File: src/rtl/alu_sched_pkg.sv
// alu_sched_pkg: shared encodings and sizing helper for the round-robin ALU scheduler.
package alu_sched_pkg;
  localparam logic ALU_OP_ADD = 1'b0;
  localparam logic ALU_OP_MUL = 1'b1;
  typedef enum logic [1:0] {
    S_IDLE = 2'd0,
    S_EXEC = 2'd1,
    S_RESP = 2'd2
  } state_t;
  function automatic int idw(input int n);
    return (n > 1) ? $clog2(n) : 1;
  endfunction
endpackage

File: src/rtl/alu_rr_scheduler_if.sv
// alu_rr_scheduler_if: request/response bundle between requester FSMs and alu_rr_scheduler.
interface alu_rr_scheduler_if #(
  parameter int NREQ = 4,
  parameter int W = 8
);
  localparam int IDW = alu_sched_pkg::idw(NREQ);
  logic [NREQ-1:0] req_valid;
  logic [NREQ-1:0] req_op;
  logic [NREQ-1:0] req_lock;
  logic [NREQ-1:0] req_ready;
  logic [NREQ*W-1:0] req_a;
  logic [NREQ*W-1:0] req_b;
  logic rsp_valid;
  logic [IDW-1:0] rsp_id;
  logic [W-1:0] rsp_data;
  logic busy;
  modport master (
    output req_valid, req_op, req_lock, req_a, req_b,
    input req_ready, rsp_valid, rsp_id, rsp_data, busy
  );
  modport slave (
    input req_valid, req_op, req_lock, req_a, req_b,
    output req_ready, rsp_valid, rsp_id, rsp_data, busy
  );
endinterface

File: src/rtl/alu_rr_scheduler_rr_arbiter.sv
// rr_arbiter: combinational round-robin pick of the first eligible request at or above ptr, wrapping.
module rr_arbiter
  import alu_sched_pkg::*;
#(
  parameter int NREQ = 4,
  localparam int IDW = idw(NREQ)
) (
  input  logic [NREQ-1:0] i_req,
  input  logic [NREQ-1:0] i_elig,
  input  logic [IDW-1:0]  i_ptr,
  output logic [NREQ-1:0] o_gnt,
  output logic [IDW-1:0]  o_idx,
  output logic            o_any
);
  int w_j;
  logic [IDW-1:0] w_jx;
  always_comb begin
    o_gnt = '0;
    o_idx = '0;
    o_any = 1'b0;
    w_j = 0;
    w_jx = '0;
    for (int k = 0; k < NREQ; k++) begin
      w_j = int'(i_ptr) + k;
      w_j = (w_j >= NREQ) ? w_j - NREQ : w_j;
      w_jx = IDW'(w_j);
      if (!o_any && i_req[w_jx] && i_elig[w_jx]) begin
        o_any = 1'b1;
        o_gnt[w_jx] = 1'b1;
        o_idx = w_jx;
      end
    end
  end
endmodule

File: src/rtl/alu_rr_scheduler.sv
// alu_rr_scheduler: shares one W-bit add/multiply ALU among NREQ requesters in round-robin order.
// Define ALU_SCHED_LOCK_EN to let a requester hold the grant across a multi-op sequence.
module alu_rr_scheduler
  import alu_sched_pkg::*;
#(
  parameter int NREQ = 4,
  parameter int W = 8
) (
  input logic clk,
  input logic resetn,
  alu_rr_scheduler_if.slave bus
);
  localparam int IDW = idw(NREQ);
  state_t r_state, w_next;
  logic [IDW-1:0] r_ptr, r_id, w_idx;
  logic r_op;
  logic [W-1:0] r_a, r_b, r_res;
  logic [NREQ-1:0] w_gnt, w_elig;
  logic w_any, w_accept;
  logic [2*W-1:0] w_prod;
  logic [W-1:0] w_a [NREQ];
  logic [W-1:0] w_b [NREQ];
  for (genvar i = 0; i < NREQ; i++) begin : g_unpack
    assign w_a[i] = bus.req_a[i*W +: W];
    assign w_b[i] = bus.req_b[i*W +: W];
  end
  rr_arbiter #(.NREQ(NREQ)) u_arb (
    .i_req (bus.req_valid),
    .i_elig(w_elig),
    .i_ptr (r_ptr),
    .o_gnt (w_gnt),
    .o_idx (w_idx),
    .o_any (w_any)
  );
`ifdef ALU_SCHED_LOCK_EN
  logic r_locked;
  logic [IDW-1:0] r_owner;
  assign w_elig = r_locked ? NREQ'(1) << r_owner : '1;
  // only the owner can be accepted while locked, so its req_lock alone decides the next lock state
  always_ff @(posedge clk or negedge resetn) begin
    if (!resetn) begin
      r_locked <= 1'b0;
      r_owner <= '0;
    end else if (w_accept) begin
      r_locked <= bus.req_lock[w_idx];
      r_owner <= w_idx;
    end
  end
`else
  logic w_unused;
  assign w_unused = ^bus.req_lock;
  assign w_elig = '1;
`endif
  always_ff @(posedge clk or negedge resetn) begin
    if (!resetn) r_state <= S_IDLE;
    else r_state <= w_next;
  end
  always_comb begin
    w_next = S_IDLE;
    w_accept = 1'b0;
    case (r_state)
      S_IDLE: begin
        w_accept = w_any;
        w_next = w_any ? S_EXEC : S_IDLE;
      end
      S_EXEC: w_next = S_RESP;
      default: w_next = S_IDLE;
    endcase
  end
  assign w_prod = r_a * r_b;
  always_ff @(posedge clk or negedge resetn) begin
    if (!resetn) begin
      r_ptr <= '0;
      r_id <= '0;
      r_op <= ALU_OP_ADD;
      r_a <= '0;
      r_b <= '0;
      r_res <= '0;
    end else begin
      if (w_accept) begin
        r_ptr <= (w_idx == IDW'(NREQ - 1)) ? '0 : w_idx + 1'b1;
        r_id <= w_idx;
        r_op <= bus.req_op[w_idx];
        r_a <= w_a[w_idx];
        r_b <= w_b[w_idx];
      end
      if (r_state == S_EXEC) r_res <= (r_op == ALU_OP_MUL) ? w_prod[W-1:0] : r_a + r_b;
    end
  end
  // ready is gated by resetn so all outputs read 0 while reset is held
  assign bus.req_ready = (w_accept && resetn) ? w_gnt : '0;
  assign bus.rsp_valid = (r_state == S_RESP);
  assign bus.rsp_id = bus.rsp_valid ? r_id : '0;
  assign bus.rsp_data = bus.rsp_valid ? r_res : '0;
  assign bus.busy = (r_state != S_IDLE);
endmodule

File: src/flat_wrapper.sv
// flat-port wrapper written by rule: the top's interface ports become plain ports
module alu_rr_scheduler_flat import alu_sched_pkg::*;
#(
  parameter int NREQ = 4,
  parameter int W = 8
)
  (clk, resetn, bus_req_valid, bus_req_op, bus_req_lock, bus_req_a, bus_req_b, bus_req_ready, bus_rsp_valid, bus_rsp_id, bus_rsp_data, bus_busy);
  alu_rr_scheduler_if #(.NREQ(NREQ), .W(W)) bus_i ();
  input logic clk;
  input logic resetn;
  input wire logic [$bits(bus_i.req_valid)-1:0] bus_req_valid;
  input wire logic [$bits(bus_i.req_op)-1:0] bus_req_op;
  input wire logic [$bits(bus_i.req_lock)-1:0] bus_req_lock;
  input wire logic [$bits(bus_i.req_a)-1:0] bus_req_a;
  input wire logic [$bits(bus_i.req_b)-1:0] bus_req_b;
  output wire logic [$bits(bus_i.req_ready)-1:0] bus_req_ready;
  output wire logic [$bits(bus_i.rsp_valid)-1:0] bus_rsp_valid;
  output wire logic [$bits(bus_i.rsp_id)-1:0] bus_rsp_id;
  output wire logic [$bits(bus_i.rsp_data)-1:0] bus_rsp_data;
  output wire logic [$bits(bus_i.busy)-1:0] bus_busy;
  assign bus_i.req_valid = bus_req_valid;
  assign bus_i.req_op = bus_req_op;
  assign bus_i.req_lock = bus_req_lock;
  assign bus_i.req_a = bus_req_a;
  assign bus_i.req_b = bus_req_b;
  assign bus_req_ready = bus_i.req_ready;
  assign bus_rsp_valid = bus_i.rsp_valid;
  assign bus_rsp_id = bus_i.rsp_id;
  assign bus_rsp_data = bus_i.rsp_data;
  assign bus_busy = bus_i.busy;
  alu_rr_scheduler #(.NREQ(NREQ), .W(W)) u_core (.clk(clk), .resetn(resetn), .bus(bus_i));
endmodule
File: config.mk
export PLATFORM = sky130hd
export DESIGN_NAME = alu_rr_scheduler_flat
export DESIGN_NICKNAME = d
export VERILOG_FILES = /design/src/rtl/alu_sched_pkg.sv /design/src/rtl/alu_rr_scheduler_if.sv /design/src/rtl/alu_rr_scheduler_rr_arbiter.sv /design/src/rtl/alu_rr_scheduler.sv /design/src/flat_wrapper.sv
export SDC_FILE = /design/constraint.sdc
export NUM_CORES = 1
export LEC_CHECK = 0
export BUFFER_PORTS_ARGS = -buffer_cell sky130_fd_sc_hd__buf_2
export CAP_MARGIN = 20
export CORE_MARGIN = 2
export CORE_UTILIZATION = 49
export DETAILED_ROUTE_END_ITERATION = 10
export PLACE_DENSITY = 0.86
export SYNTH_ARGS = -nofsm -noshare
export SYNTH_HDL_FRONTEND = slang
export SYNTH_HIERARCHICAL = 1
export SYNTH_SLANG_ARGS = --single-unit
File: constraint.sdc
create_clock -name clk -period 3.9 [get_ports clk]
set_clock_uncertainty 0.15 [all_clocks]
set_input_delay 0.39 -clock clk [delete_from_list [all_inputs] [get_ports clk]]
set_output_delay 0.39 -clock clk [all_outputs]
set_load 0.02 [all_outputs]
Word-level counts from Yosys, hierarchy flattened
Index checks and enable logic that the tools add are counted.
{"block": "op_classes", "addsub": 9, "mul": 1, "div_mod_pow": 0, "n_lt_le_gt_ge": 14, "n_eq_ne": 3, "shift": 0, "mux": 56, "bitwise": 4, "n_reduce_logical": 17}
{"op": "8-bit two-way mux", "count": 6}
{"op": "8-bit binary-select mux with 2-bit select", "count": 2}
{"op": "2-bit two-way mux", "count": 10}
{"op": "4-bit two-way mux", "count": 5}
{"op": "1-bit two-way mux", "count": 19}
{"op": "1-bit binary-select mux with 2-bit select", "count": 9}
{"op": "2-bit by 3-bit less-than comparator with 1-bit output, second input constant", "count": 5}
{"op": "3-bit >= comparator, second input constant", "count": 4}
{"op": "1-bit logical AND", "count": 12}
{"op": "4-bit bitwise OR", "count": 3}
{"op": "8-bit adder", "count": 1}
{"op": "1-bit demux with 2-bit select", "count": 4}
{"op": "2-bit by 1-bit >= comparator with 1-bit output, second input constant", "count": 4}
{"op": "8-bit by 8-bit multiplier with 8-bit output", "count": 1}
{"op": "2-bit by 1-bit subtractor with 2-bit output, second input constant", "count": 4}
{"op": "2-bit by 2-bit adder with 3-bit output, second input constant", "count": 2}
{"op": "2-bit equality test, second input constant", "count": 2}
{"op": "2-bit one-hot mux with 2 select lines", "count": 1}
{"op": "2-bit by 1-bit adder with 3-bit output, second input constant", "count": 1}
{"op": "2-bit by 3-bit >= comparator with 1-bit output, second input constant", "count": 1}
{"op": "1-bit zero test", "count": 3}
{"op": "2-bit NOT with 3-bit output", "count": 1}
{"op": "2-bit by 1-bit adder with 2-bit output, second input constant", "count": 1}
{"op": "2-bit by 1-bit equality test with 1-bit output, second input constant", "count": 1}
{"op": "2 further kinds", "count": 2}
{"block": "word_totals", "regBits": 31, "latch_bits": 0, "ram_bits": 0, "rom_bits": 0, "in_bits": 78, "out_inout_bits": 16, "elab_cells": 111, "memories": 0}

Depth between registers and ports, before layout
Gate-level depths: netlist of run 1.
{"block": "logic_depth", "word_depth": 22, "depth_mapped": 15, "depth_no_buf": 15}

Hierarchy
The synthesis of run 1 kept the hierarchy.
{"mod": "alu_rr_scheduler", "n_inst": 1, "cells_each": 275, "area_per_inst_um2": 2911.5, "seq_area_each_um2": 775.7}
{"mod": "rr_arbiter", "n_inst": 1, "cells_each": 63, "area_per_inst_um2": 543.0, "seq_area_each_um2": 0.0}

Worst setup path after synthesis of run 1
No wires, ideal clock.
{"block": "synth_path", "path_type": "register -> register", "start": "register u_core.r_a[1]", "end": "register u_core.r_res[7]", "setup_time_ps": 130, "t_arrival_ps": 3655, "required_ps": 3620, "slack_ps": -35, "path_stages_with_launch": 14, "path_buffers": 0, "period_less_slack_ps": 3935, "cell_sequence": "dfrtp_1 > nand2_1 > fa_1 > fa_1 > inv_1 > fa_1 > inv_1 > fa_1 > xor2_1 > xnor3_1 > xnor3_1 > xnor3_1 > nand3_1 > nand3_1"}
{"block": "synth_between", "elab_chain_len": 2, "word_cells_on_any_way": 3, "classes_between": "add/sub (1); mul (1); mux (1)"}
{"item": "from (decl)", "line_no": "alu_rr_scheduler.sv:17", "source": "logic [W-1:0] r_a, r_b, r_res;"}
{"item": "from (signal assigned)", "line_no": "alu_rr_scheduler.sv:84", "source": "r_a <= w_a[w_idx];"}
{"item": "8-bit by 8-bit multiplier with 8-bit output / 8-bit adder (equally long branches)", "line_no": "alu_rr_scheduler.sv:70, alu_rr_scheduler.sv:87"}
{"item": "8-bit two-way mux (*)", "line_no": "alu_rr_scheduler.sv:87", "source": "if (r_state == S_EXEC) r_res <= (r_op == ALU_OP_MUL) ? w_prod[W-1:0] : r_a + r_b;"}
{"item": "to (signal assigned)", "line_no": "alu_rr_scheduler.sv:87"}
{"item": "to (decl)", "line_no": "alu_rr_scheduler.sv:17"}
Every way passes the cells marked *; elsewhere a longest branch is shown, timed or not.
A chain may end at the register's enable or synchronous reset.

Worst setup path in the final report of run 1
{"block": "layout_path", "start": "register u_core.r_a[3]", "end": "register u_core.r_res[7]"}
The elaborated chain is that of the path after synthesis.

==> flow_metrics.tcl, run 1 <==
set metrics [dict create \
    layout-drive-gt1-share 0.426 \
    worstHoldPathType "primary input to asynchronous set/reset pin" \
    grt_start_max_net_pins 36 \
    ys_types 46 \
    synthArstFlopShare 1.00 \
    timing.critical_path.required_ns 3.91 \
    numClockSinks 31 \
    max_cap_violations 0 \
    max_slew_margin 0.501 \
    port_buffers 89 \
    synth_edf_count 0 \
    die_area_um2 7740 \
    critPathMostFrequentCell "sky130_fd_sc_hd__xnor3_1" \
    first_pass_grt_wire_length_um 14000 \
    worstSetupStartpointType "flop" \
    grt_usage 0.234 \
    critical_path_arrival_ns 3.82 \
    overflow 0 \
    cts_tree "done" \
    chipHeight_um 88.0 \
    row_count 30 \
    layout_common_cells "sky130_fd_sc_hd__buf_2 (89), sky130_fd_sc_hd__inv_1 (33), sky130_fd_sc_hd__nand2_1 (32)" \
    finish.net_count 582 \
    tns_ns 0 \
    num_vias 3050 \
    commonest_non_fill_non_tap_cell_in_the_layout "sky130_fd_sc_hd__buf_2" \
    avgSynthCellArea_um2 10.2 \
    postRouteWirelength_um 9110 \
    ys_seq_elements 31 \
    coreArea_um2 6790 \
    final.hold.worst_slack_ns 0.00546 \
    synthToLayoutAreaGrowth_pct 28.3 \
    placed_area_um2 4150 \
    fmaxAchievable_mhz 262 \
    drc 0 \
    wl_per_cell_um 16.4 \
    post_synth_instance_area_um2 3450 \
    critical_path.cell_chain "buf_6 > nand2_4 > fa_2 > fa_1 > inv_2 > fa_1 > inv_1 > fa_2 > xor2_1 > xnor3_1 > xnor3_1 > xnor3_1 > nand3_1 > nand3_1" \
    place.gp.congestion 0.875 \
    root_buffer "sky130_fd_sc_hd__clkbuf_8" \
    min_period_over_period 0.978 \
    worst_skew_pair.late_latency_ns 0.28 \
    postSynthCellCount 338 \
    htree_levels 2 \
    antenna_violations_before_repair 0 \
    setup-violations-final 0 \
    synth_area_leader "sky130_fd_sc_hd__dfrtp_1" \
    place_hpwl_um 6810 \
    cts_buffers 5 \
    initialDrtViolationCount 114 \
    setup_slack_reg_to_reg_ns 0.09 \
    clockBufferDepth 2 \
    clock_transition_at_path_regs_ns 0.08 \
    chipWidth_um 88.0 \
    worst-path-buf-inv 3 \
    route.antenna.remaining_nets 0 \
    postCtsHoldBufs 0 \
    synth_top_cell_area_share 0.225 \
    sequential_fraction_of_the_synthesis_area 0.225 \
    ys.warnings.count 6 \
    final-hold-violation-count 0 \
    timing_worst_slew_pin_value_ns 0.746 \
    critical_path.max_fanout 4 \
    design.portCount 94 \
    max_transition_viols_final 0 \
    start_util 0.508 \
    antenna-diode-count 0 \
    max_stage_delay_ns 0.51 \
    critical_path.endpoint_type "flop" \
    post_route_standard_cell_area_excluding_fillers_um2 4430 \
    cp_top_family "adder cells" \
    status "complete, no violations" \
    fin_crit_ns 3.81 \
    critPathKind "flop to flop" \
    dr.pass1.iters 4 \
    first_global_vias 3066 \
    ys_dominant_reg_cell "sky130_fd_sc_hd__dfrtp_1" \
    vias_per_cell 5.49 \
    crit_slowest_cell "sky130_fd_sc_hd__fa_1" \
    yosys-top-cells-area "sky130_fd_sc_hd__dfrtp_1 (22%), sky130_fd_sc_hd__mux4_2 (12%), sky130_fd_sc_hd__ha_1 (12%)" \
]
-- worst paths after layout --
| check | to | startpoint | depth (start not counted) |
|---|---|---|---|
| worst max-delay path | u_core/r_res[7]$_DFFE_PN0P_ | u_core/r_a[3]$_DFFE_PN0P_ | 14 |
| worst min-delay path | u_core/r_a[6]$_DFFE_PN0P_ | resetn | 1 |
| worst max register to register | u_core/r_res[7]$_DFFE_PN0P_ | u_core/r_a[3]$_DFFE_PN0P_ | 14 |
| worst min register to register | u_core/r_res[3]$_DFFE_PN0P_ | u_core/r_res[3]$_DFFE_PN0P_ | 2 |
| max in group asynchronous | u_core/r_b[2]$_DFFE_PN0P_ | resetn | 1 |
| min in group clk | u_core/r_res[3]$_DFFE_PN0P_ | u_core/r_res[3]$_DFFE_PN0P_ | 2 |
-- synthesized netlist by cell type (5+ instances only) --
master,number
sky130_fd_sc_hd__inv_1,36
sky130_fd_sc_hd__fa_1,13
sky130_fd_sc_hd__ha_1,32
sky130_fd_sc_hd__nand2_1,34
sky130_fd_sc_hd__clkbuf_1,5
sky130_fd_sc_hd__nor2_1,9
sky130_fd_sc_hd__nand3_1,7
sky130_fd_sc_hd__dfrtp_1,31
sky130_fd_sc_hd__xnor2_1,9
sky130_fd_sc_hd__a211oi_1,6
sky130_fd_sc_hd__and2_1,29
sky130_fd_sc_hd__mux2_2,17
sky130_fd_sc_hd__a21oi_1,11
sky130_fd_sc_hd__buf_2,5
sky130_fd_sc_hd__mux4_2,19
sky130_fd_sc_hd__o21ai_1,11
-- through the flow --
step,util,instances,setup WS (ns)
finish,0.652,556,0.0873
floorplan,-,345,0.0441
global placement,0.611,539,-0.0976
detailed placement,0.611,539,-0.177
global route,0.652,556,-0.0168
CTS,0.636,549,-0.0330
-- final cells by class --
| type | count | area (um2) |
|---|---|---|
| clock buffer | 5 | 68.8 |
| clock inverter | 3 | 43.8 |
| fill | 509 | 2360 |
| inverter | 40 | 155 |
| multi-input combinational | 263 | 2580 |
| sequential | 31 | 782 |
| tap | 96 | 120 |
| timing repair buffer | 118 | 678 |
-- repair_timing --
action	in CTS	in global routing
pin swaps	4	19
buffers inserted	2	7
setup endpoints to repair	6	3
gates resized for setup	9	19
-- layer usage --
metal | up-vias | part of all wire | global-route usage
li1 | 1424 | - | -
met1 | 1479 | 0.39 | 0.288
met2 | 131 | 0.54 | 0.416
met3 | 16 | 0.058 | 0.0386
met4 | 0 | 0.017 | 0.0783
met5 | - | 0 | 0
-- worst register-to-register path: stages, from the launching register on --
cell and delay [ns]:
sky130_fd_sc_hd__dfrtp_2 0.42, sky130_fd_sc_hd__buf_6 0.12, sky130_fd_sc_hd__nand2_4 0.05, sky130_fd_sc_hd__fa_2 0.35, sky130_fd_sc_hd__fa_1 0.51, sky130_fd_sc_hd__inv_2 0.04, sky130_fd_sc_hd__fa_1 0.47, sky130_fd_sc_hd__inv_1 0.05
sky130_fd_sc_hd__fa_2 0.33, sky130_fd_sc_hd__xor2_1 0.18, sky130_fd_sc_hd__xnor3_1 0.25, sky130_fd_sc_hd__xnor3_1 0.22, sky130_fd_sc_hd__xnor3_1 0.36, sky130_fd_sc_hd__nand3_1 0.10, sky130_fd_sc_hd__nand3_1 0.09
-- registers in the layout, indices dropped and copies added (netlist names) --
register / flops
u_core/r_res: 8
u_core/r_state: 2
u_core/r_b: 8
u_core/r_ptr: 2
u_core/r_id: 2
u_core/r_a: 8
u_core/r_op: 1
-- kinds of logic (layout without fill, tap and decap cells) --
| kind of cell | count (synthesis) | in the layout | share of synthesized area |
|---|---|---|---|
| adder cells (fa/ha/maj) | 45 | 45 | 0.191 |
| multiplexers | 45 | 45 | 0.225 |
| flip-flops | 31 | 31 | 0.225 |
| buffers and inverters | 51 | 166 | 0.0608 |
| XOR/XNOR | 16 | 16 | 0.0547 |
| AO/OA/AOI/OAI | 49 | 49 | 0.0927 |
| AND/OR/NAND/NOR | 100 | 100 | 0.150 |
| other | 1 | 8 | 0.00109 |
Power of run 1 is not shown: default switching activity piles up to over one toggle a cycle in this logic, so the estimate is an artifact.
==> run 2, diff against run 1 <==
--- a/config.mk
+++ b/config.mk
@@ -7,10 +7,11 @@
 export LEC_CHECK = 0
 export BUFFER_PORTS_ARGS = -buffer_cell sky130_fd_sc_hd__buf_2
 export CAP_MARGIN = 20
-export CORE_MARGIN = 2
-export CORE_UTILIZATION = 49
+export CORE_MARGIN = 10
+export CORE_UTILIZATION = 45
+export CTS_BUF_LIST = sky130_fd_sc_hd__clkbuf_16
 export DETAILED_ROUTE_END_ITERATION = 10
-export PLACE_DENSITY = 0.86
+export PLACE_DENSITY = 0.81
 export SYNTH_ARGS = -nofsm -noshare
 export SYNTH_HDL_FRONTEND = slang
 export SYNTH_HIERARCHICAL = 1
==> flow_metrics.tcl, run 2 (synthesized netlist as in run 1, its figures left out) <==
set metrics [dict create \
    die_area_um2 11600 \
    place.gp.congestion 0.882 \
    critical_path.startpoint "u_core/r_b[2]$_DFFE_PN0P_" \
    cts_buffers 5 \
    worstSetupStartpointType "flop" \
    antenna_violations_before_repair 0 \
    crit_end "u_core/r_res[6]$_DFFE_PN0P_" \
    row_count 31 \
    r2r.worst_path.cells 13 \
    num_vias 2951 \
    final.hold.worst_slack_ns 0.0217 \
    setup_slack_reg_to_reg_ns 0.1 \
    first_pass_grt_wire_length_um 14700 \
    rsz_0062_raised_after_global_routing "yes" \
    sequential_cell_area_um2 779 \
    status "complete, no violations" \
    critical_path_arrival_ns 3.80 \
    critical_path.endpoint_type "flop" \
    fmaxAchievable_mhz 263 \
    port_buffers 89 \
    start_util 0.469 \
    clockBufferDepth 2 \
    cts_tree "done" \
    worst_skew_pair.late_latency_ns 0.28 \
    timing_worst_slew_pin_value_ns 0.737 \
    route.antenna.remaining_nets 0 \
    setup-violations-final 0 \
    tns_ns 0 \
    commonest_non_fill_non_tap_cell_in_the_layout "sky130_fd_sc_hd__buf_2" \
    reg.largest.list "u_core/r_a x8, u_core/r_b x8, u_core/r_res x8" \
    multi_input_comb_area_um2 2600 \
    chipHeight_um 108 \
    layout_common_cells "sky130_fd_sc_hd__buf_2 (89), sky130_fd_sc_hd__nand2_1 (34), sky130_fd_sc_hd__inv_1 (33)" \
    wl_per_cell_um 16.1 \
    coreArea_um2 7370 \
    htree_levels 2 \
    max_cap_violations 0 \
    layout-drive-gt1-share 0.410 \
    synthToLayoutAreaGrowth_pct 28.0 \
    regToRegStartpoint "u_core/r_b[2]$_DFFE_PN0P_" \
    first_global_vias 3228 \
    design.portCount 94 \
    numClockSinks 31 \
    fin_crit_ns 3.80 \
    antenna-diode-count 0 \
    postRouteWirelength_um 8920 \
    r2r_end "u_core/r_res[6]$_DFFE_PN0P_" \
    place_hpwl_um 7270 \
    final-hold-violation-count 0 \
    root_buffer "sky130_fd_sc_hd__clkbuf_16" \
    clock_transition_at_path_regs_ns 0.05 \
    critPathKind "flop to flop" \
    min_period_over_period 0.975 \
    max_slew_margin 0.509 \
    timing.critical_path.required_ns 3.89 \
    initialDrtViolationCount 102 \
    max_transition_viols_final 0 \
    overflow 0 \
    worstHoldPathType "primary input to asynchronous set/reset pin" \
    grt_start_max_net_pins 36 \
    grt_usage 0.154 \
    dr.pass1.iters 4 \
    vias_per_cell 5.34 \
    chipWidth_um 108 \
    fillerInstances 605 \
    critical_path.max_fanout 4 \
    drc 0 \
    finish.net_count 576 \
]
## run 2: changes by cell type in the layout (fill, tap and decap cells not counted), moves of 2 or more
cell,previous run,this run
sky130_fd_sc_hd__buf_4,25,21
sky130_fd_sc_hd__buf_6,4,2
sky130_fd_sc_hd__clkbuf_16,0,5
sky130_fd_sc_hd__clkbuf_8,5,0
sky130_fd_sc_hd__clkinv_1,0,2
sky130_fd_sc_hd__dfrtp_1,26,28
sky130_fd_sc_hd__dfrtp_2,5,3
sky130_fd_sc_hd__nand2_1,32,34
## run 2: repair_timing
| action | in CTS | in global routing |
|---|---|---|
| gates resized for setup | 7 | 17 |
| endpoints found under the setup margin | 2 | 3 |
| pin swaps | 6 | 19 |
| hold buffers | 0 | 0 |
| setup buffers | 1 | 1 |
| hold endpoints to repair | 0 | 0 |
## run 2: worst min path at each step
stage,startpoint,end,depth (start not counted)
after floorplan,resetn,u_core/r_a[0]$_DFFE_PN0P_,0
after global placement,u_core/r_id[0]$_DFFE_PN0P_,u_core/r_id[0]$_DFFE_PN0P_,1
after detailed placement,u_core/r_res[4]$_DFFE_PN0P_,u_core/r_res[4]$_DFFE_PN0P_,2
after CTS,resetn,u_core/r_res[1]$_DFFE_PN0P_,1
after global routing,resetn,u_core/r_res[1]$_DFFE_PN0P_,1
final,resetn,u_core/r_res[1]$_DFFE_PN0P_,1
## run 2: metrics by stage
step,cells,area [um2],setup slack [ns],util
after floorplan,345,3490,0.0441,-
final,553,4420,0.0985,0.600
after global routing,553,4420,-0.0145,0.600
after detailed placement,543,4160,-0.150,0.565
after global placement,543,4160,-0.120,0.565
after CTS,552,4340,0.0317,0.589
## run 2: cell type report
| class | count | share of cell area |
|---|---|---|
| multi-input combinational | 263 | 0.588 |
| sequential | 31 | 0.176 |
| timing repair buffer | 112 | 0.141 |
| inverter | 40 | 0.0351 |
| clock buffer | 5 | 0.0283 |
| tap | 99 | 0.0280 |
| clock inverter | 3 | 0.00339 |
## run 2: worst max-delay path, stage by stage (launching register included)
cell	delay [ns]
sky130_fd_sc_hd__dfrtp_1	0.43
sky130_fd_sc_hd__buf_6	0.13
sky130_fd_sc_hd__nand2_1	0.06
sky130_fd_sc_hd__fa_1	0.56
sky130_fd_sc_hd__inv_2	0.05
sky130_fd_sc_hd__ha_4	0.21
sky130_fd_sc_hd__fa_1	0.55
sky130_fd_sc_hd__inv_2	0.05
sky130_fd_sc_hd__fa_2	0.55
sky130_fd_sc_hd__inv_1	0.06
sky130_fd_sc_hd__ha_4	0.23
sky130_fd_sc_hd__xnor2_2	0.14
sky130_fd_sc_hd__a2111oi_2	0.40
sky130_fd_sc_hd__a21oi_1	0.11
## run 2: per-layer routing
metal,vias to the layer above,routed length (um),share of wire,global-route usage
met3,10,542,0.061,0.0401
met4,0,81,0.0091,0.0382
met2,90,4550,0.51,0.274
met1,1437,3750,0.42,0.180
met5,-,0,0,0
li1,1414,-,-,-
Power of run 2 is left out for the same reason.
